==> src/rtl/pipe_stage_skid_if.sv <==
// Handshake bundle for pipe_stage_skid: upstream beat, downstream beat,
// flush and the stage's observable status (occupancy doubles as FSM state).
//
// Valid/ready contract, both sides: a beat transfers on a rising edge where
// valid and ready are both 1. A producer holding valid=1 keeps its payload
// stable until the transfer; ready may change freely and never depends
// combinationally on valid. On the downstream side out_valid/out_data/out_ctrl
// are registered; on the upstream side in_ready is registered.
interface pipe_stage_skid_if #(
  parameter int DATA_W = 32,
  parameter int CTRL_W = 16,
  parameter int CNT_W  = 16
);
  logic              flush;
  logic              in_valid;
  logic              in_ready;
  logic [DATA_W-1:0] in_data;
  logic [CTRL_W-1:0] in_ctrl;
  logic              out_valid;
  logic              out_ready;
  logic [DATA_W-1:0] out_data;
  logic [CTRL_W-1:0] out_ctrl;
  logic [1:0]        occupancy;
  logic [CNT_W-1:0]  stall_cnt;

  // Driving side: upstream producer, downstream consumer and flush source.
  modport master (
    output flush, in_valid, in_data, in_ctrl, out_ready,
    input  in_ready, out_valid, out_data, out_ctrl, occupancy, stall_cnt
  );

  // The stage itself.
  modport slave (
    input  flush, in_valid, in_data, in_ctrl, out_ready,
    output in_ready, out_valid, out_data, out_ctrl, occupancy, stall_cnt
  );
endinterface

==> src/rtl/pipe_stage_skid.sv <==
// Generic pipeline stage register with a two-entry skid buffer.
// The main entry drives the outputs; the skid entry catches the one beat that
// may arrive in the cycle in_ready falls, so in_ready can come from a flop.
// Empty entries are always all-zero, which makes bubbles carry zero control.
module pipe_stage_skid #(
  parameter int DATA_W = 32,
  parameter int CTRL_W = 16,
  parameter int CNT_W  = 16
) (
  input  logic               clk,
  input  logic               rst,
  pipe_stage_skid_if.slave   bus
);

  // Occupancy encoding doubles as the state; it is exported on bus.occupancy.
  typedef enum logic [1:0] {
    ST_EMPTY = 2'd0,
    ST_ONE   = 2'd1,
    ST_FULL  = 2'd2
  } state_e;

  localparam logic [CNT_W-1:0] STALL_MAX = '1;
  localparam logic [CNT_W-1:0] STALL_INC = {{(CNT_W-1){1'b0}}, 1'b1};

  state_e            state_q, state_d;
  logic [DATA_W-1:0] main_data_q, main_data_d;
  logic [CTRL_W-1:0] main_ctrl_q, main_ctrl_d;
  logic              main_vld_q, main_vld_d;
  logic [DATA_W-1:0] skid_data_q, skid_data_d;
  logic [CTRL_W-1:0] skid_ctrl_q, skid_ctrl_d;
  logic              skid_vld_q, skid_vld_d;
  logic              in_ready_q, in_ready_d;
  logic [CNT_W-1:0]  stall_q, stall_d;

  logic accept;
  logic take;

  // A beat offered during flush is refused even when in_ready is high.
  assign accept = bus.in_valid & in_ready_q & ~bus.flush;
  assign take   = main_vld_q & bus.out_ready;

  // Next-state: FSM transition, entry moves/clears, registered in_ready, stall count.
  always_comb begin
    state_d     = state_q;
    main_data_d = main_data_q;
    main_ctrl_d = main_ctrl_q;
    main_vld_d  = main_vld_q;
    skid_data_d = skid_data_q;
    skid_ctrl_d = skid_ctrl_q;
    skid_vld_d  = skid_vld_q;
    stall_d     = stall_q;

    case (state_q)
      ST_EMPTY: begin
        if (accept) begin
          state_d     = ST_ONE;
          main_data_d = bus.in_data;
          main_ctrl_d = bus.in_ctrl;
          main_vld_d  = 1'b1;
        end
      end
      ST_ONE: begin
        if (accept && take) begin
          // Pass-through: the outgoing beat is replaced in the same edge.
          main_data_d = bus.in_data;
          main_ctrl_d = bus.in_ctrl;
          main_vld_d  = 1'b1;
        end else if (accept) begin
          state_d     = ST_FULL;
          skid_data_d = bus.in_data;
          skid_ctrl_d = bus.in_ctrl;
          skid_vld_d  = 1'b1;
        end else if (take) begin
          state_d     = ST_EMPTY;
          main_data_d = '0;
          main_ctrl_d = '0;
          main_vld_d  = 1'b0;
        end
      end
      ST_FULL: begin
        // in_ready is low here, so only a take can move the state.
        if (take) begin
          state_d     = ST_ONE;
          main_data_d = skid_data_q;
          main_ctrl_d = skid_ctrl_q;
          main_vld_d  = 1'b1;
          skid_data_d = '0;
          skid_ctrl_d = '0;
          skid_vld_d  = 1'b0;
        end
      end
      default: begin
        // Unreachable encoding: recover to a clean empty stage.
        state_d     = ST_EMPTY;
        main_data_d = '0;
        main_ctrl_d = '0;
        main_vld_d  = 1'b0;
        skid_data_d = '0;
        skid_ctrl_d = '0;
        skid_vld_d  = 1'b0;
      end
    endcase

    // Flush overrides everything; a take in this cycle has already been
    // sampled downstream, so discarding the main entry loses nothing.
    if (bus.flush) begin
      state_d     = ST_EMPTY;
      main_data_d = '0;
      main_ctrl_d = '0;
      main_vld_d  = 1'b0;
      skid_data_d = '0;
      skid_ctrl_d = '0;
      skid_vld_d  = 1'b0;
    end

    // Ready for the next cycle exactly when the stage will not be full.
    in_ready_d = (state_d != ST_FULL);

    // Saturating stall counter; flush does not clear it.
    if (main_vld_q && !bus.out_ready && (stall_q != STALL_MAX)) begin
      stall_d = stall_q + STALL_INC;
    end
  end

  // State registers with asynchronous active-low reset.
  always_ff @(posedge clk or negedge rst) begin
    if (!rst) begin
      state_q     <= ST_EMPTY;
      main_data_q <= '0;
      main_ctrl_q <= '0;
      main_vld_q  <= 1'b0;
      skid_data_q <= '0;
      skid_ctrl_q <= '0;
      skid_vld_q  <= 1'b0;
      in_ready_q  <= 1'b1;
      stall_q     <= '0;
    end else begin
      state_q     <= state_d;
      main_data_q <= main_data_d;
      main_ctrl_q <= main_ctrl_d;
      main_vld_q  <= main_vld_d;
      skid_data_q <= skid_data_d;
      skid_ctrl_q <= skid_ctrl_d;
      skid_vld_q  <= skid_vld_d;
      in_ready_q  <= in_ready_d;
      stall_q     <= stall_d;
    end
  end

  // All outputs come straight from flops.
  assign bus.in_ready  = in_ready_q;
  assign bus.out_valid = main_vld_q;
  assign bus.out_data  = main_data_q;
  assign bus.out_ctrl  = main_ctrl_q;
  assign bus.occupancy = state_q;
  assign bus.stall_cnt = stall_q;

endmodule

==> src/flat_wrapper.sv <==
// flat-port wrapper written by rule: the top's interface ports become plain ports
module pipe_stage_skid_flat 
#(
  parameter int DATA_W = 32,
  parameter int CTRL_W = 16,
  parameter int CNT_W  = 16
)
  (clk, rst, bus_flush, bus_in_valid, bus_in_data, bus_in_ctrl, bus_out_ready, bus_in_ready, bus_out_valid, bus_out_data, bus_out_ctrl, bus_occupancy, bus_stall_cnt);
  pipe_stage_skid_if #(.DATA_W(DATA_W), .CTRL_W(CTRL_W), .CNT_W(CNT_W)) bus_i ();
  input  logic clk;
  input  logic rst;
  input wire logic [$bits(bus_i.flush)-1:0] bus_flush;
  input wire logic [$bits(bus_i.in_valid)-1:0] bus_in_valid;
  input wire logic [$bits(bus_i.in_data)-1:0] bus_in_data;
  input wire logic [$bits(bus_i.in_ctrl)-1:0] bus_in_ctrl;
  input wire logic [$bits(bus_i.out_ready)-1:0] bus_out_ready;
  output wire logic [$bits(bus_i.in_ready)-1:0] bus_in_ready;
  output wire logic [$bits(bus_i.out_valid)-1:0] bus_out_valid;
  output wire logic [$bits(bus_i.out_data)-1:0] bus_out_data;
  output wire logic [$bits(bus_i.out_ctrl)-1:0] bus_out_ctrl;
  output wire logic [$bits(bus_i.occupancy)-1:0] bus_occupancy;
  output wire logic [$bits(bus_i.stall_cnt)-1:0] bus_stall_cnt;
  assign bus_i.flush = bus_flush;
  assign bus_i.in_valid = bus_in_valid;
  assign bus_i.in_data = bus_in_data;
  assign bus_i.in_ctrl = bus_in_ctrl;
  assign bus_i.out_ready = bus_out_ready;
  assign bus_in_ready = bus_i.in_ready;
  assign bus_out_valid = bus_i.out_valid;
  assign bus_out_data = bus_i.out_data;
  assign bus_out_ctrl = bus_i.out_ctrl;
  assign bus_occupancy = bus_i.occupancy;
  assign bus_stall_cnt = bus_i.stall_cnt;
  pipe_stage_skid #(.DATA_W(DATA_W), .CTRL_W(CTRL_W), .CNT_W(CNT_W)) u_core (.clk(clk), .rst(rst), .bus(bus_i));
endmodule
==> config.mk <==
export PLATFORM = sky130hd
export DESIGN_NAME = pipe_stage_skid_flat
export DESIGN_NICKNAME = d
export VERILOG_FILES = /design/src/rtl/pipe_stage_skid_if.sv /design/src/rtl/pipe_stage_skid.sv /design/src/flat_wrapper.sv
export SDC_FILE = /design/constraint.sdc
export NUM_CORES = 1
export LEC_CHECK = 0
export CAP_MARGIN = 40
export CORE_ASPECT_RATIO = 0.8
export CORE_MARGIN = 4
export CORE_UTILIZATION = 48
export CTS_BUF_LIST = sky130_fd_sc_hd__clkbuf_4 sky130_fd_sc_hd__clkbuf_8
export CTS_CLUSTER_SIZE = 24
export DETAILED_ROUTE_END_ITERATION = 6
export PLACE_DENSITY = 0.77
export SKIP_CTS_REPAIR_TIMING = 1
export SKIP_LAST_GASP = 1
export SLEW_MARGIN = 20
export SYNTH_ARGS = -nofsm -noshare
export SYNTH_HDL_FRONTEND = slang
export SYNTH_SLANG_ARGS = --single-unit
==> constraint.sdc <==
create_clock -name clk -period 1.7 [get_ports clk]
set_input_delay 0.255 -clock clk [delete_from_list [all_inputs] [get_ports clk]]
set_output_delay 0.255 -clock clk [all_outputs]
set_load 0.03 [all_outputs]
**After elaboration in Yosys (flattened, before gate mapping)**

Cells that the tools add are included.

- Flip-flop bits (word level): 116
- Input port bits: 53
- Output and inout port bits: 68
- Logic and storage cells: 65

- Add/subtract/negate cells: 1
- Eq/ne operators: 11
- Multiplexer cells: 34
- Bitwise operators: 4
- Reduce and logical (&&, ||, !) cells: 7

Operators with widths:

| operator | number |
|---|---|
| $mux 32 | 8 |
| $pmux 32 s3 | 2 |
| $mux 16 | 8 |
| $pmux 16 s3 | 2 |
| $add 16x1->16 const B | 1 |
| $ne 16x16->1 const B | 1 |
| $mux 2 | 6 |
| $ne 3x2->1 const B | 3 |
| $reduce_and 4->1 | 2 |
| $mux 1 | 6 |
| $pmux 2 s3 | 1 |
| $ne 2x2->1 const B | 2 |
| $ne 4x2->1 const B | 1 |
| $ne 4x4->1 const B | 1 |
| $and 1x1->1 | 3 |
| $logic_and 1x1->1 | 3 |
| $ne 3x3->1 const B | 1 |
| $pmux 1 s3 | 1 |
| $eq 2x1->1 const B | 1 |
| $eq 2x2->1 const B | 1 |
| $logic_not 2->1 | 1 |
| $logic_not 1->1 | 1 |
| $not 1->1 | 1 |

**Longest topological paths before layout**

Gate-level depths: netlist (run 1).

- Word-level depth: 7
- Gate-level depth with buffers: 7
- Mapped depth without buffers: 5

**Worst setup path before layout (run 1)**

OpenSTA, ideal clock, no wires.

- Path type: reg2reg
- Start point: reg u_core.stall_q[0], in the netlist u_core.bus.stall_cnt[0]
- End point: reg u_core.stall_q[1], in the netlist u_core.bus.stall_cnt[1]
- Setup time: 0.125 ns
- Arrival: 1.905 ns
- Required time: 1.575 ns
- Slack: -0.330 ns
- Cell stages (with the launch flop): 5
- Path buffers: 0
- Clock period less this slack: 2.030 ns
- Cell sequence: dfrtp_1 -> ha_1 -> nand3_1 -> o41ai_4 -> mux2_2

- Word-level cells in the longest chain between the ends: 2
- Elaborated cells on any way between the ends: 3
- Those cells by class: 1 x add/sub; 1 x eq/ne; 1 x reduce/logical

Ends and longest elaborated chain:

| element | RTL line | RTL |
|---|---|---|
| start, declared | pipe_stage_skid.sv:33 | `logic [CNT_W-1:0] stall_q, stall_d;` |
| start signal, assigned | pipe_stage_skid.sv:146 | `stall_q <= stall_d;` |
| parallel branches: the longest is 2 deep, another holds $add 16x1->16 | - |  |

Parallel ways; which one is timed is not known.
A chain may end at the register's enable or synchronous reset.

**Worst setup path in the final report (run 1)**

- Start point: reg u_core.state_q[1], in the netlist u_core.bus.occupancy[1]
- End point: reg u_core.main_data_q[20], in the netlist u_core.bus.out_data[20]

- Word-level cells in the longest chain between the ends: 3
- Elaborated cells on any way between the ends: 10
- Those cells by class: 6 x eq/ne; 2 x mux; 2 x reduce/logical

Ends and longest elaborated chain:

| element | RTL line | RTL |
|---|---|---|
| start, declared | pipe_stage_skid.sv:25 | `state_e state_q, state_d;` |
| start signal, assigned | pipe_stage_skid.sv:138 | `state_q <= state_d;` |
| $eq 2x1->1, or another cell as far along | pipe_stage_skid.sv:53 | `case (state_q)` |
| $ne 4x4->1 (no line), or another cell as far along | - |  |
| $reduce_and 4->1 (no line) / $mux 32 (equally long branches) | - |  |
| end signal, assigned | pipe_stage_skid.sv:139 | `main_data_q <= main_data_d;` |
| end, declared | pipe_stage_skid.sv:26 | `logic [DATA_W-1:0] main_data_q, main_data_d;` |

Several ways; a longest one is shown, not always the timed one.

==> metrics.yaml, run 1 <==
place_congestion: 0.757
switching_share_pct: 31.4
end_kind: "register"
core_area_um2: 11600
post-route-cell-area_um2: 8810
cpPeakStageDelay_ps: 510
async_reset_ff_share_pct: 100
grt_max_degree: 54
power.switching_mw: 2.51
synth_top_area_share_pct: 49.8
cts.sinks: 116
fin_crit_ps: 1850
status: "complete, but fails checks"
finalCritPeriodShare_pct: 109
yosys-top-cells-area: "dfrtp_1, mux2i_1, a22o_1, o2bb2ai_1, nand2_1"
clkLatencyLatePin_ps: 420
layout.cells.non_filler: 849
rows: 35
critPathKind: "reg2reg"
cp_max_fo: 8
vias_per_cell: 5.73
cp_cell_sequence: "buf_12 -> nor3b_4 -> nor3b_4 -> buf_6 -> buf_12 -> o2bb2ai_4 -> a22o_1"
r2r-end: "u_core.bus.out_data[20]"
p_comb_share_pct: 29.0
cts.clk_slew.worst_paths_ps: 70
synth_most_common_cell: "dfrtp_1"
post-route-util_pct: 75.7
synth.cell_area_um2: 5780
cp_num_buf_inv: 3
setup-tns-final_ps: -4610
placed_cell_area_um2: 7460
io_buffers: 120
start_kind: "register"
synthFlopType: "dfrtp_1"
cp_top_family: "flip-flops"
skew_ps: 12.8
cts_tree: "done"
dr.pass1.iters: 5
hold_viol: 0
slew_headroom_pct: 66.5
arrival_ps: 2210
tightestPinTransition_ps: 496
grt_pass1_vias: 4735
synth_cell_types: 35
syn-num-nets: 577
dp_cells: 796
htreeDepth: 4
io_pins: 121
place_ws_ps: -416
violations: "setup timing"
peakVddDrop_v: 0.000530
routed_wl_mm: 17.2
numCtsBuffers: 17
detail-route-antenna-nets: 0
critPathLaunch: "u_core.bus.occupancy[1]"
nets: 742
cts-root-buf: "clkbuf_8"
syn2layout_area_growth_pct: 52.4
powerDensity_nw_per_um2: 906
hpwlAfterDp_mm: 9.68
p_clk_share_pct: 31.3
die_y_um: 106
dieArea_um2: 13900
avgRoutedWirePerCell_um: 20.3
p_leak_nw: 4.83
p_seq_share_pct: 39.7
cp.required_ps: 2060
synthTopCellsByCount: "dfrtp_1, mux2i_1, nand2_1, a22o_1, inv_1"
slowest_stage: "dfrtp_4"
maxCapViolCount: 0
ys_ff_latch: 116
total_power_mw: 7.98
initial_core_util_pct: 49.7
antenna_cells: 0
power.internal_mw: 5.47
clk_path_buf_depth: 2
drc: 0
vias: 4868
rsz0062_at_grt: "yes"
antenna_found_initial: 0
yosysSeqAreaShare_pct: 50.2
postSynthAreaPerCell_um2: 11.1
drv_slew: 0
netlist_instances: 523
min_path_type: "in2async"
ys.warnings.count: 0
reg2reg_depth: 7
grt_pass1_wl_mm: 23.8
timing.final.ws_setup_ps: -153
setup_viol: 50
critical_path.reg2reg.startpoint: "u_core.bus.occupancy[1]"
grtUsageTotal_pct: 21.7
drive_above_1_share_pct: 24.4
synth-edff-count: 0
drt_iter0_drc: 352
die_w_um: 131
fmax_ghz: 0.540
ff2ff_setup_slack_ps: -150
synth.largest_area_cell: "dfrtp_1"
fill_cells: 725
gr-total-overflow: 0
holdWs_ps: 296
==> worst max path at each step <==
stage / to / slack (ps) / depth (start not counted)
detailed placement: u_core.bus.out_ctrl[0] / -420 / 6
finish: u_core.bus.out_data[20] / -150 / 7
global placement: u_core.bus.out_data[1] / -610 / 5
floorplan: u_core.bus.stall_cnt[1] / -60 / 3
global route: u_core.bus.out_data[2] / -210 / 7
CTS: bus_in_ready / -310 / 2
==> cell type report <==
cell class	count	area, um2	area share [%]
well taps	148	185	2.10
repair buffers	183	2140	24.3
clock inverters	4	47.5	0.539
flip-flops and latches	116	2930	33.2
inverters	49	184	2.09
clock buffers	28	342	3.88
multi-input cells	321	2990	33.9
==> cell usage in the layout, fill, tap and decap left out, drive strengths merged, types with 3 or more instances in the layout <==
| cell | instances |
|---|---|
| a21oi | 3 |
| a22o | 49 |
| and3 | 3 |
| buf | 59 |
| clkbuf | 34 |
| clkdlybuf4s50 | 52 |
| dfrtp | 115 |
| dlymetal6s2s | 65 |
| inv | 49 |
| mux2i | 96 |
| nand2 | 55 |
| nand3 | 4 |
| nand4 | 7 |
| nor2 | 15 |
| nor3 | 4 |
| o21ai | 3 |
| o2bb2ai | 48 |
| xor2 | 12 |
==> worst reg2reg max path, delay by kind of cell, from the launching register on <==
kind	cells	cell delay, ps
DFF	1	510
and+or+nand+nor	2	500
buffers and inverters	3	490
AOI/OAI and AO/OA	2	300
==> power by group through the flow <==
| stage | combinational [mW] | clock, mW | sequential (mW) |
|---|---|---|---|
| 3_3_place_gp | 1.99 | 0 | 3.20 |
| 3_5_place_dp | 2.04 | 0 | 3.21 |
| 6_report | 2.32 | 2.50 | 3.17 |
| 4_1_cts | 2.05 | 2.52 | 3.16 |
| 5_1_grt | 2.46 | 2.66 | 3.20 |
| 2_1_floorplan | 0.775 | 0 | 3.54 |
==> per-layer routing <==
| metal | GRT usage, % | up-vias | routed length [um] |
|---|---|---|---|
| met1 | 29.0 | 2442 | 7380 |
| met5 | 0 | - | 0 |
| met2 | 34.7 | 188 | 8430 |
| met4 | 6.90 | 0 | 337 |
| li1 | - | 2201 | - |
| met3 | 5.32 | 37 | 1080 |
==> logic make-up (layout without fill, tap and decap cells) <==
kind of cell	Yosys count	count (layout)	synth area share, %
multiplexers	98	98	17.0
adder cells (fa/ha/maj)	1	1	0.216
AND/OR/NAND/NOR	99	99	7.87
XOR/XNOR	14	14	2.12
buffers and inverters	86	264	6.25
flip-flops	116	116	50.2
AO/OA/AOI/OAI	109	109	16.3
==> flip-flops by register name, indices dropped and copies added, names as in the netlist <==
signal / flops
u_core.bus.stall_cnt: 16
u_core.skid_data_q: 32
u_core.bus.out_valid: 1
u_core.bus.out_ctrl: 16
u_core.bus.out_data: 32
u_core.skid_ctrl_q: 16
u_core.bus.in_ready: 1
u_core.bus.occupancy: 2
Note: power is estimated with default switching activity, not from simulation.
==> run 2: changes to the inputs <==
==> constraint.sdc (replaced) <==
create_clock -name clk -period 1.7 [get_ports clk]
set_input_delay 0.17 -clock clk [delete_from_list [all_inputs] [get_ports clk]]
set_output_delay 0.17 -clock clk [all_outputs]
set_load 0.03 [all_outputs]
==> metrics.yaml, run 2 (same netlist as run 1, synthesis figures left out) <==
clkLatencyLatePin_ps: 430  # was 420 ps
r2r-end: "u_core.bus.out_data[9]"  # was u_core.bus.out_data[20]
avgRoutedWirePerCell_um: 20.8  # was 20.3 um
rows: 35  # unchanged
initial_core_util_pct: 49.7  # unchanged
dr.pass1.iters: 5  # unchanged
dieArea_um2: 13900  # unchanged
p_leak_nw: 4.38  # was 4.83 nW
cp_num_buf_inv: 3  # unchanged
gr-total-overflow: 0  # unchanged
timing.final.ws_setup_ps: -195  # was -153 ps
fill_cells: 756  # was 725
cp_top_family: "buffers and inverters"  # was flip-flops
peakVddDrop_v: 0.000574  # was 0.000530 V
io_buffers: 120  # unchanged
slew_headroom_pct: 71.9  # was 66.5%
antenna_found_initial: 0  # unchanged
place_ws_ps: -295  # was -416 ps
critPathKind: "reg2reg"  # unchanged
maxCapViolCount: 0  # unchanged
drc: 0  # unchanged
rsz0062_at_grt: "yes"  # unchanged
fmax_ghz: 0.528  # was 0.540 GHz
hold_viol: 0  # unchanged
htreeDepth: 4  # unchanged
grt_max_degree: 54  # unchanged
ff2ff_setup_slack_ps: -200  # was -150 ps
setup_viol: 49  # was 50
cp_common_cell: "nor3b_4"
arrival_ps: 2260  # was 2210 ps
detail-route-antenna-nets: 0  # unchanged
grt_pass1_wl_mm: 24.0  # was 23.8 mm
vias_per_cell: 5.74  # was 5.73
start_kind: "register"  # unchanged
tightestPinTransition_ps: 416  # was 496 ps
finalCritPeriodShare_pct: 111  # was 109%
drt_iter0_drc: 374  # was 352
reg2reg_depth: 7  # unchanged
nets: 744  # was 742
io_pins: 121  # unchanged
cts.sinks: 116  # unchanged
place_congestion: 0.764  # was 0.757
drv_slew: 0  # unchanged
violations: "setup timing"  # unchanged
slowest_stage: "dfrtp_4"  # unchanged
cp_cell_sequence: "buf_12 -> nor3b_4 -> nor3b_4 -> buf_6 -> clkbuf_16 -> o2bb2ai_1 -> a22o_1"  # was buf_12 -> nor3b_4 -> nor3b_4 -> buf_6 -> buf_12 -> o2bb2ai_4 -> a22o_1
core_area_um2: 11600  # unchanged
fin_crit_ps: 1900  # was 1850 ps
clk_path_buf_depth: 2  # unchanged
grt_pass1_vias: 4771  # was 4735
numCtsBuffers: 17  # unchanged
mostFrequentLayoutCell: "dfrtp_1"  # unchanged
end_kind: "register"  # unchanged
cpPeakStageDelay_ps: 510  # about the same
min_path_type: "in2async"  # unchanged
cts_tree: "done"  # unchanged
die_y_um: 106  # unchanged
die_w_um: 131  # unchanged
powerDensity_nw_per_um2: 939  # was 906 nW/um2
skew_ps: 10.3  # was 12.8 ps
cts-root-buf: "clkbuf_8"  # unchanged
layout_common_cells: "dfrtp_1, mux2i_1, clkdlybuf4s50_1"  # was dfrtp_1, mux2i_1, dlymetal6s2s_1
cts.clk_slew.worst_paths_ps: 70  # about the same
critical_path.reg2reg.startpoint: "u_core.bus.occupancy[1]"  # unchanged
dp_cells: 796  # unchanged
cp.required_ps: 2070  # was 2060 ps
vias: 4874  # was 4868
drive_above_1_share_pct: 23.4  # was 24.4%
setup-tns-final_ps: -5180  # was -4610 ps
hpwlAfterDp_mm: 9.66  # was 9.68 mm
layout.cells.non_filler: 849  # unchanged
routed_wl_mm: 17.6  # was 17.2 mm
total_power_mw: 8.27  # was 7.98 mW
antenna_cells: 0  # unchanged
status: "complete, but fails checks"  # unchanged
grtUsageTotal_pct: 21.9  # was 21.7%
syn2layout_area_growth_pct: 52.3  # was 52.4%
cp_max_fo: 8  # unchanged
run 2: cell count changes in the layout (fill, tap and decap cells not counted), moves of 3 or more:
cell	previous run	this run
mux2i_1	96	93
o2bb2ai_2	35	25
clkbuf_4	7	3
buf_6	4	7
clkdlybuf4s50_1	52	80
dlymetal6s2s_1	65	37
clkbuf_16	6	9
o2bb2ai_1	4	16
clkbuf_8	21	24
buf_4	40	34
run 2: stage by stage:
step                      area (um2)  utilization [%]  hold WS [ps]
after floorplan                 5810                -          -126
after global placement          7440             63.9           117
after detailed placement        7460             64.1           121
after CTS                       7880             67.7          -343
after global routing            8810             75.6           222
final                           8810             75.6           209
run 2: report_power, final:
group / leakage, nW / internal [mW] / switching (mW)
Clock: 0.219 / 1.61 / 1.08
Sequential: 1.56 / 3.01 / 0.178
Combinational: 2.60 / 1.10 / 1.30
run 2: final cells by class:
class	count	area (um2)	share of cell area, %
well taps	148	185	2.10
flip-flops and latches	116	2930	33.2
multi-input cells	321	2930	33.3
clock inverters	3	65.1	0.738
inverters	49	184	2.09
repair buffers	185	2170	24.6
clock buffers	27	353	4.00
run 2: worst max path at each step:
stage,endpoint,slack (ps),start,cells after the start
after floorplan,u_core.bus.stall_cnt[1],-60,u_core.bus.stall_cnt[8],3
after global placement,u_core.bus.out_data[1],-530,bus_in_valid,5
after detailed placement,u_core.bus.out_ctrl[1],-290,bus_in_valid,6
after CTS,u_core.bus.out_data[14],-270,u_core.bus.occupancy[1],6
after global routing,u_core.bus.out_data[20],-250,u_core.bus.occupancy[1],7
final,u_core.bus.out_data[9],-200,u_core.bus.occupancy[1],7
run 2: routing by layer:
| layer | vias to the layer above | share of wire (%) | global-route usage (%) |
|---|---|---|---|
| met5 | - | 0 | 0 |
| met4 | 0 | 1.7 | 6.17 |
| met3 | 32 | 6.0 | 6.03 |
| met2 | 174 | 50 | 35.4 |
| met1 | 2454 | 42 | 28.9 |
| li1 | 2214 | - | - |
==> run 3: changes to the inputs <==
- CORE_MARGIN: 4 -> not set
- CORE_UTILIZATION: 48 -> 60
- DONT_BUFFER_PORTS: not set -> 1
- SLEW_MARGIN: 20 -> 30
==> metrics.yaml, run 3 (same netlist as run 1, synthesis figures left out) <==
maxCapViolCount: 0  # unchanged
grt_pass1_wl_mm: 21.4  # was 24.0 mm
nets: 668  # was 744
min_path_type: "in2async"  # unchanged
p_comb_share_pct: 21.0  # was 29.0%
top_layer_used: "met4"  # unchanged
dieArea_um2: 10000  # was 13900 um2
critical_path.reg2reg.startpoint: "u_core.bus.occupancy[1]"  # unchanged
post-route-util_pct: 84.6  # was 75.6%
antenna_cells: 0  # unchanged
clkLatencyLatePin_ps: 450  # was 430 ps
place_congestion: 0.826  # was 0.764
vias: 4728  # was 4874
wl_met3_mm: 1.26  # was 1.05 mm
tightestPinTransition_ps: 537  # was 416 ps
cpPeakStageDelay_ps: 500  # was 510 ps
gr-total-overflow: 0  # unchanged
cp_cell_sequence: "buf_6 -> nor3b_4 -> nor3b_4 -> buf_6 -> buf_8 -> o2bb2ai_2 -> a22o_1"  # was buf_12 -> nor3b_4 -> nor3b_4 -> buf_6 -> clkbuf_16 -> o2bb2ai_1 -> a22o_1
fmax_ghz: 0.537  # was 0.528 GHz
hpwlAfterDp_mm: 8.29  # was 9.66 mm
cp_num_buf_inv: 3  # unchanged
skew_ps: 8.47  # was 10.3 ps
cts.sinks: 116  # unchanged
critPathKind: "reg2reg"  # unchanged
setup_viol: 70  # was 49
timing.final.ws_setup_ps: -163  # was -195 ps
grtUsageTotal_pct: 27.5  # was 21.9%
initial_core_util_pct: 62.9  # was 49.7%
io_buffers: 0  # was 120
holdWs_ps: -594  # was 209 ps
syn2layout_area_growth_pct: 34.5  # was 52.3%
finalCritPeriodShare_pct: 110  # was 111%
p_clk_share_pct: 36.6  # was 32.5%
layout_common_cells: "dfrtp_1, mux2i_1, nand2_1"  # was dfrtp_1, mux2i_1, clkdlybuf4s50_1
core_area_um2: 9190  # was 11600 um2
reg2reg_depth: 7  # unchanged
p_seq_share_pct: 42.4  # was 38.5%
rsz0062_at_grt: "yes"  # unchanged
power.switching_mw: 2.46  # was 2.55 mW
power.internal_mw: 5.58  # was 5.72 mW
grt_max_degree: 117  # was 54
rows: 31  # was 35
routed_wl_mm: 16.7  # was 17.6 mm
wl_met1_mm: 6.82  # was 7.46 mm
die_y_um: 89.8  # was 106 um
drive_above_1_share_pct: 24.6  # was 23.4%
total_power_mw: 8.04  # was 8.27 mW
drt_iter0_drc: 381  # was 374
start_kind: "register"  # unchanged
cp.required_ps: 2080  # was 2070 ps
numCtsBuffers: 17  # unchanged
arrival_ps: 2250  # was 2260 ps
p_leak_nw: 3.47  # was 4.38 nW
dr.pass1.iters: 7  # was 5
status: "complete, but fails checks"  # unchanged
cts-root-buf: "clkbuf_8"  # unchanged
vias_per_cell: 6.37  # was 5.74
clk_path_buf_depth: 2  # unchanged
cts.clk_slew.worst_paths_ps: 70  # about the same
mostFrequentLayoutCell: "dfrtp_1"  # unchanged
slew_headroom_pct: 64.2  # was 71.9%
antenna_found_initial: 0  # unchanged
dr_wl_met2_mm: 8.26  # was 8.81 mm
r2r-end: "u_core.bus.out_data[18]"  # was u_core.bus.out_data[9]
cp_max_fo: 6  # was 8
switching_share_pct: 30.6  # was 30.9%
hold_viol: 117  # was 0
drv_slew: 0  # unchanged
ff2ff_setup_slack_ps: -160  # was -200 ps
cts_tree: "done"  # unchanged
powerDensity_nw_per_um2: 1030  # was 939 nW/um2
violations: "DRC, hold timing, setup timing"  # was setup timing
setup-tns-final_ps: -6200  # was -5180 ps
io_pins: 121  # unchanged
detail-route-antenna-nets: 0  # unchanged
slowest_stage: "dfrtp_4"  # unchanged
htreeDepth: 4  # unchanged
fin_crit_ps: 1860  # was 1900 ps
cp_top_family: "simple AND/OR/NAND/NOR gates"  # was buffers and inverters
grt_pass1_vias: 4312  # was 4771
end_kind: "register"  # unchanged
drc: 8  # was 0
peakVddDrop_v: 0.000620  # was 0.000574 V
avgRoutedWirePerCell_um: 22.5  # was 20.8 um
die_w_um: 112  # was 131 um
[run 3: changes by cell type in the layout (fill, tap and decap cells not counted), sizes merged]
| cell | before | now |
|---|---|---|
| buf | 58 | 53 |
| bufinv | 2 | 4 |
| clkbuf | 36 | 30 |
| clkdlybuf4s50 | 80 | 0 |
| clkinv | 1 | 4 |
| clkinvlp | 0 | 1 |
| dlygate4sd3 | 1 | 49 |
| dlymetal6s2s | 37 | 0 |
[run 3: metal layers]
metal | GRT usage [%] | up-vias
met5 | 0 | -
met4 | 10.5 | 0
met3 | 11.1 | 45
met2 | 44.6 | 217
met1 | 32.7 | 2413
li1 | - | 2053
[run 3: layout make-up]
cell class                      count  area, um2
Clock buffer                       23        310
Sequential cell                   116       2930
Multi-Input combinational cell    321       2850
Inverter                           49        184
Fill cell                         469       1410
Timing Repair Buffer              109       1220
Tap cell                          115        144
Clock inverter                      9        148
[run 3: worst reg2reg max path: cells and delay by family, from the launching register on]
| kind | cells | cell delay, ps |
|---|---|---|
| simple gates | 2 | 570 |
| compound gates | 2 | 260 |
| flops | 1 | 500 |
| buf+inv | 3 | 470 |
[run 3: worst max path at each step]
stage,depth (start not counted),slack (ps),startpoint,endpoint
6_report,7,-160,u_core.bus.occupancy[1],u_core.bus.out_data[18]
5_1_grt,7,-250,u_core.bus.occupancy[1],u_core.bus.out_data[29]
4_1_cts,6,-210,u_core.bus.occupancy[0],u_core.bus.out_data[1]
3_5_place_dp,6,-180,u_core.bus.occupancy[0],u_core.bus.out_ctrl[14]
3_3_place_gp,4,-320,u_core.bus.occupancy[1],u_core.bus.out_data[15]
2_1_floorplan,3,-60,u_core.bus.stall_cnt[8],u_core.bus.stall_cnt[1]
[run 3: per-stage QoR]
| stage | cell area, um2 | std cells | setup WS (ps) | hold WS, ps |
|---|---|---|---|---|
| after floorplan | 5810 | 523 | -56.1 | -126 |
| final | 7780 | 742 | -163 | -594 |
| after global routing | 7780 | 742 | -251 | -608 |
| after detailed placement | 6200 | 641 | -181 | -123 |
| after CTS | 6660 | 673 | -205 | -603 |
| after global placement | 6150 | 639 | -323 | -123 |
[run 3: power groups by stage]
stage	combinational, mW	clock (mW)	sequential, mW
finish	1.69	2.94	3.41
detailed placement	1.28	0	3.44
CTS	1.29	2.94	3.39
global placement	1.19	0	3.43
floorplan	0.775	0	3.54
global route	1.79	3.05	3.43
==> edit 1: new RTL, config.mk and constraints of run 3 <==
`CNT_W` is set to 16 in 3 places; all go to 18.
--- a/src/rtl/pipe_stage_skid_if.sv
+++ b/src/rtl/pipe_stage_skid_if.sv
@@ -9,7 +9,7 @@
 interface pipe_stage_skid_if #(
   parameter int DATA_W = 32,
   parameter int CTRL_W = 16,
-  parameter int CNT_W  = 16
+  parameter int CNT_W  = 18
 );
   logic              flush;
   logic              in_valid;
--- a/src/rtl/pipe_stage_skid.sv
+++ b/src/rtl/pipe_stage_skid.sv
@@ -5,7 +5,7 @@
 module pipe_stage_skid #(
   parameter int DATA_W = 32,
   parameter int CTRL_W = 16,
-  parameter int CNT_W  = 16
+  parameter int CNT_W  = 18
 ) (
   input  logic               clk,
   input  logic               rst,
--- a/src/flat_wrapper.sv
+++ b/src/flat_wrapper.sv
@@ -3,7 +3,7 @@
 #(
   parameter int DATA_W = 32,
   parameter int CTRL_W = 16,
-  parameter int CNT_W  = 16
+  parameter int CNT_W  = 18
 )
   (clk, rst, bus_flush, bus_in_valid, bus_in_data, bus_in_ctrl, bus_out_ready, bus_in_ready, bus_out_valid, bus_out_data, bus_out_ctrl, bus_occupancy, bus_stall_cnt);
   pipe_stage_skid_if #(.DATA_W(DATA_W), .CTRL_W(CTRL_W), .CNT_W(CNT_W)) bus_i ();
Ports: changed (resized bus_stall_cnt); port bits go from 121 to 123. The function was not compared with the original's and may differ.
==> edit 1 against run 3 <==
- the flow finishes with violations (negative hold slack, negative setup slack)
- final area up 0.45%
- area after synthesis is 2.6% higher
- first-iteration DRC count rose by 2.6%
- sequential power up 2%
- total power fell by 2.6%
- combinational power is 4% lower
- core utilization is 3.3 points lower
- wire length rose by 6.4%
- sequential cell count up 2
- synthesized cell count is 3.4% higher
- worst setup slack worse by 0.050 ns
- highest routed layer unchanged
==> edit 1: results (changes against run 3) <==
status -> finished, violations left (unchanged)
failing checks -> negative hold slack, negative setup slack (was design-rule violations, negative hold slack, negative setup slack)
Worst path top cell family by delay -> flip-flops (was simple AND/OR/NAND/NOR gates)
Distinct cells, synth -> 42 (was 35)
Synth async-reset ratio -> 100% (unchanged)
share of post-route cells with drive strength above 1 -> 22.1% (was 24.6%)
maximum vdd drop -> 0.000696 V (was 0.000620 V)
routability cong. -> 0.835 (was 0.826)
endpoints failing setup -> 49 (was 70)
Final nets -> 697 (was 668)
CTS buffer count -> 17 (unchanged)
crit path max fanout -> 7 (was 6)
Filler cells -> 576 (was 469)
Via density -> 6.38 (was 6.37)
final hold vios -> 118 (was 117)
clock latency at the later pin of the worst-skew pair -> 0.44 ns
Reg2Reg Depth -> 7 (unchanged)
GRT Overall Usage -> 28.2% (was 27.5%)
vias in the first global route -> 4394 (was 4312)
DP Wirelength -> 8.90 mm (was 8.29 mm)
Post-Route Skew -> 0.0108 ns (was 0.00847 ns)
initial antenna violation count -> 0 (unchanged)
Post-Place Worst Slack -> -0.166 ns (was -0.181 ns)
pin count of the biggest net entering global routing -> 119 (was 117)
Slew Limit Fails -> 0 (unchanged)
slack of the critical path -> -0.212 ns (was -0.163 ns)
first-pass GRT wire length -> 22.2 mm (was 21.4 mm)
worst path arrival time -> 2.28 ns (was 2.25 ns)
Fin Hold WS -> -0.581 ns (was -0.594 ns)
H-Tree Level Count -> 4 (unchanged)
Slowest-stage cell, CP -> dfrtp_4 (unchanged)
yosys warns -> 0 (unchanged)
WL/cell -> 23.0 um (was 22.5 um)
Leak Pwr -> 3.41 nW (was 3.47 nW)
top area cells in the synthesized netlist -> dfrtp_1 (49%), mux2i_1 (16%), a22o_1 (7.2%), o2bb2ai_1 (7.1%), nand2_1 (3.7%) (was dfrtp_1 (50%), mux2i_1 (17%), a22o_1 (7.4%), o2bb2ai_1 (7.3%), nand2_1 (3.6%))
synth cell count leaders -> dfrtp_1 (117), mux2i_1 (96), nand2_1 (58), a22o_1 (49), inv_1 (49) (was dfrtp_1 (115), mux2i_1 (96), nand2_1 (55), a22o_1 (49), inv_1 (49))
max incr delay on CP -> 0.52 ns (was 0.50 ns)
drt first pass iters -> 5 (was 7)
Initial DRC Count -> 391 (was 381)
minimum clock period -> 1.91 ns (was 1.86 ns)
post-synthesis sequential area ratio -> 49.8% (was 50.2%)
Syn Nets -> 595 (was 577)
Rel. slew slack -> 56.3% (was 64.2%)
==> edit 1: changes by cell type in the layout (fill, tap and decap cells not counted), sizes merged, moves of 3 or more <==
cell,change
xor2,-11
xnor2,+10
buf,+7
o211ai,+4
clkinv,+3
nand2,+3
o21ai,+3
==> edit 1: metrics by stage <==
stage / hold WS (ns) / cell area [um^2] / utilization [%] / TNS, ns / instances
final: -0.581 / 7810 / 81.3 / -6.16 / 775
after global placement: -0.123 / 6360 / 66.2 / -17.93 / 666
after floorplan: -0.126 / 5980 / - / -0.00309 / 541
after detailed placement: -0.123 / 6390 / 66.5 / -8.84 / 667
after global routing: -0.602 / 7810 / 81.3 / -9.15 / 775
after CTS: -0.597 / 6810 / 70.9 / -10.21 / 699
==> edit 1: routing by layer <==
| layer | vias to the layer above | global-route usage [%] | part of all wire (%) |
|---|---|---|---|
| li1 | 2162 | - | - |
| met1 | 2494 | 36.4 | 42 |
| met2 | 247 | 44.1 | 47 |
| met3 | 43 | 10.5 | 8.2 |
| met4 | 0 | 9.32 | 3.1 |
| met5 | - | 0 | 0 |
==> edit 1: cells by family (layout without fill, tap and decap cells) <==
family                   count (synthesis)  count (layout)  share of synthesized area (%)
buffers and inverters                   86             200                           5.94
XOR/XNOR                                13              13                           1.92
AO/OA/AOI/OAI                          116             116                           16.3
adder cells (fa/ha/maj)                  1               1                          0.211
multiplexers                           100             100                           16.9
flip-flops                             118             118                           49.8
AND/OR/NAND/NOR                        107             108                           8.91
==> edit 1: cell type report <==
class                           count  area (um^2)  share of cell area, %
Multi-Input combinational cell    338         2760                   35.3
Timing Repair Buffer              119         1330                   17.1
Sequential cell                   118         2970                   38.0
Clock buffer                       19          262                   3.35
Tap cell                          119          149                   1.91
Inverter                           49          184                   2.35
Clock inverter                     13          155                   1.99
==> edit 1: path summary, 6_finish.rpt <==
path | start | end | slack (ns)
max | u_core.bus.occupancy[1] | u_core.bus.out_data[10] | -0.21
min | rst | u_core.bus.out_data[30] | -0.58
max reg2reg | u_core.bus.occupancy[1] | u_core.bus.out_data[10] | -0.21
min reg2reg | u_core.skid_ctrl_q[7] | u_core.skid_ctrl_q[7] | 0.52
max in group asynchronous | rst | u_core.bus.in_ready | 2.04
min in group clk | bus_in_data[23] | u_core.bus.out_data[23] | 0.02
==> edit 1: report_power, final <==
part | internal [mW] | switching (mW) | leakage (nW) | total, mW
clock | 1.52 | 1.20 | 0.207 | 2.71
combinational | 0.768 | 0.862 | 1.61 | 1.63
sequential | 3.05 | 0.442 | 1.59 | 3.49
total | 5.33 | 2.50 | 3.41 | 7.83
==> edit 2: new RTL, settings of run 3 <==
Made on the original files. Reset style: synchronous (`rst`), changed in one clocked block. Comments in the files are not updated.
--- a/src/rtl/pipe_stage_skid.sv
+++ b/src/rtl/pipe_stage_skid.sv
@@ -123,7 +123,7 @@
   end
 
   // State registers with asynchronous active-low reset.
-  always_ff @(posedge clk or negedge rst) begin
+  always_ff @(posedge clk) begin
     if (!rst) begin
       state_q     <= ST_EMPTY;
       main_data_q <= '0;
Formal check against the unedited RTL: differs if rst is asserted again (counterexample within 4 cycles, from zero or initial values and one cycle with rst low); with rst held inactive, the same outputs for 4 cycles.
==> edit 2 against run 3 <==
- the flow finishes with violations (negative hold slack)
- area after synthesis shrank 19%
- final area shrank 20%
- worst setup slack gained 0.18 ns
- first-iteration DRC count shrank 33%
- global-route usage grew 0.37 points
- clock skew grew 0.0054 ns
- sequential cell count is the same
- maximum frequency grew 11%
- wire length shrank 24%
- critical endpoint is now u_core.bus.stall_cnt[13]
Power is not compared: it rests on default switching activity, and its combinational part moved more than twofold at a synthesized area within 25%.
==> edit 2: results (changes against run 3) <==
status -> finished, violations left (unchanged)
failing checks -> negative hold slack (was design-rule violations, negative hold slack, negative setup slack)
first-pass GRT wire length -> 17.5 mm (was 21.4 mm)
clock latency at the later pin of the worst-skew pair -> 0.43 ns (was 0.45 ns)
Routed met1 length -> 5.33 mm (was 6.82 mm)
pin count of the biggest net entering global routing -> 27 (was 117)
Via density -> 6.14 (was 6.37)
adder-cell area share of the yosys netlist -> 0.266% (was 0.216%)
worst path arrival time -> 2.05 ns (was 2.25 ns)
post-synthesis sequential area ratio -> 49.3% (was 50.2%)
Post-Route Skew -> 0.0138 ns (was 0.00847 ns)
initial antenna violation count -> 0 (unchanged)
Leak Pwr -> 2.17 nW
Filler cells -> 482 (was 469)
bufs w/o clock -> 106 (was 109)
Reg2Reg Setup Slack -> 0.02 ns (was -0.16 ns)
max incr delay on CP -> 0.49 ns
Final nets -> 636 (was 668)
Synth async-reset ratio -> 0% (was 100%)
top area cells in the synthesized netlist -> dfxtp_1 (49%), mux2i_1 (11%), a221o_1 (10%), nand2_1 (8.8%), nor3_1 (5.5%) (was dfrtp_1 (50%), mux2i_1 (17%), a22o_1 (7.4%), o2bb2ai_1 (7.3%), nand2_1 (3.6%))
Sink Count -> 116 (unchanged)
Syn Nets -> 551 (was 577)
final hold vios -> 4 (was 117)
Total Wirelength -> 12.8 mm (was 16.7 mm)
GRT Overall Usage -> 27.8% (was 27.5%)
mux cell area share after synthesis -> 11.3% (was 17.0%)
Synth Area in XOR/XNOR -> 0% (was 2.12%)
Storage cell area -> 2370 um^2 (was 2930 um^2)
Slowest-stage cell, CP -> or4_4 (was dfrtp_4)
DP Wirelength -> 7.36 mm (was 8.29 mm)
share of post-route cells with drive strength above 1 -> 19.7% (was 24.6%)
Fin Hold WS -> -0.138 ns (was -0.594 ns)
M1 GR Usage -> 32.0% (was 32.7%)
multi-input combinational cell count -> 338 (was 321)
drt first pass iters -> 4 (was 7)
GRT met2 Usage -> 45.6% (was 44.6%)
met3 WL post-DR -> 1.01 mm (was 1.26 mm)
crit path max fanout -> 8 (was 6)
Worst-Margin Slew -> 0.457 ns (was 0.537 ns)
clock network area share -> 6.47% (was 5.89%)
clock buffer count -> 20 (was 23)
Distinct cells, synth -> 43 (was 35)
met3 Use GR -> 11.2% (was 11.1%)
Clock Path Buffers -> 2 (unchanged)
Post-Place Worst Slack -> -0.0135 ns (was -0.181 ns)
worst min path class -> in -> reg (was in -> async)
slack of the critical path -> 0.0176 ns (was -0.163 ns)
DR WL met2 -> 6.21 mm (was 8.26 mm)
Initial DRC Count -> 255 (was 381)
vias in the first global route -> 3841 (was 4312)
synth cell count leaders -> dfxtp_1 (116), nand2_1 (110), mux2i_1 (53), nor3_1 (52), a221o_1 (48) (was dfrtp_1 (115), mux2i_1 (96), nand2_1 (55), a22o_1 (49), inv_1 (49))
routability cong. -> 0.805 (was 0.826)
post-synthesis compound-gate area fraction -> 15.4% (was 16.3%)
footprint of the multi-input gates -> 2300 um^2 (was 2850 um^2)
Inverters, non-clock -> 3 (was 49)
NonClk Buf Share -> 16.1% (was 15.7%)
edit 2: per-stage QoR:
stage | total power, mW | instance area [um^2] | util (%) | std cells | hold slack (ns)
floorplan | 3.01 | 4860 | - | 497 | 0.308
global placement | 3.06 | 5170 | 69.0 | 602 | 0.296
global route | 5.85 | 6220 | 83.0 | 700 | -0.153
finish | 5.70 | 6220 | 83.0 | 700 | -0.138
CTS | 5.57 | 5580 | 74.4 | 634 | -0.159
detailed placement | 3.06 | 5170 | 69.0 | 602 | 0.301
edit 2: path summary, 6_finish.rpt:
path,from,endpoint,depth (start not counted)
worst max-delay path,u_core.bus.stall_cnt[8],u_core.bus.stall_cnt[13],4
worst min-delay path,rst,u_core.bus.stall_cnt[10],1
worst max register to register,u_core.bus.stall_cnt[8],u_core.bus.stall_cnt[13],4
worst min register to register,u_core.skid_ctrl_q[5],u_core.skid_ctrl_q[5],2
edit 2: kinds of logic after synthesis:
group / after synthesis
AOI/OAI and AO/OA: 82
adders and majority gates: 1
buffers and inverters: 43
DFF: 116
muxes: 53
and+or+nand+nor: 202
edit 2: worst max-delay path, delay by kind of cell (launching register included):
kind,cells,cell delay [ns]
AO/OA/AOI/OAI,1,0.14
flip-flops,1,0.38
AND/OR/NAND/NOR,3,1.10
edit 2: power groups by stage:
| stage | Sequential, mW | Clock (mW) | Combinational [mW] |
|---|---|---|---|
| floorplan | 2.87 | 0 | 0.145 |
| global placement | 2.87 | 0 | 0.194 |
| detailed placement | 2.87 | 0 | 0.198 |
| CTS | 2.81 | 2.57 | 0.198 |
| global route | 2.81 | 2.69 | 0.352 |
| finish | 2.81 | 2.56 | 0.333 |
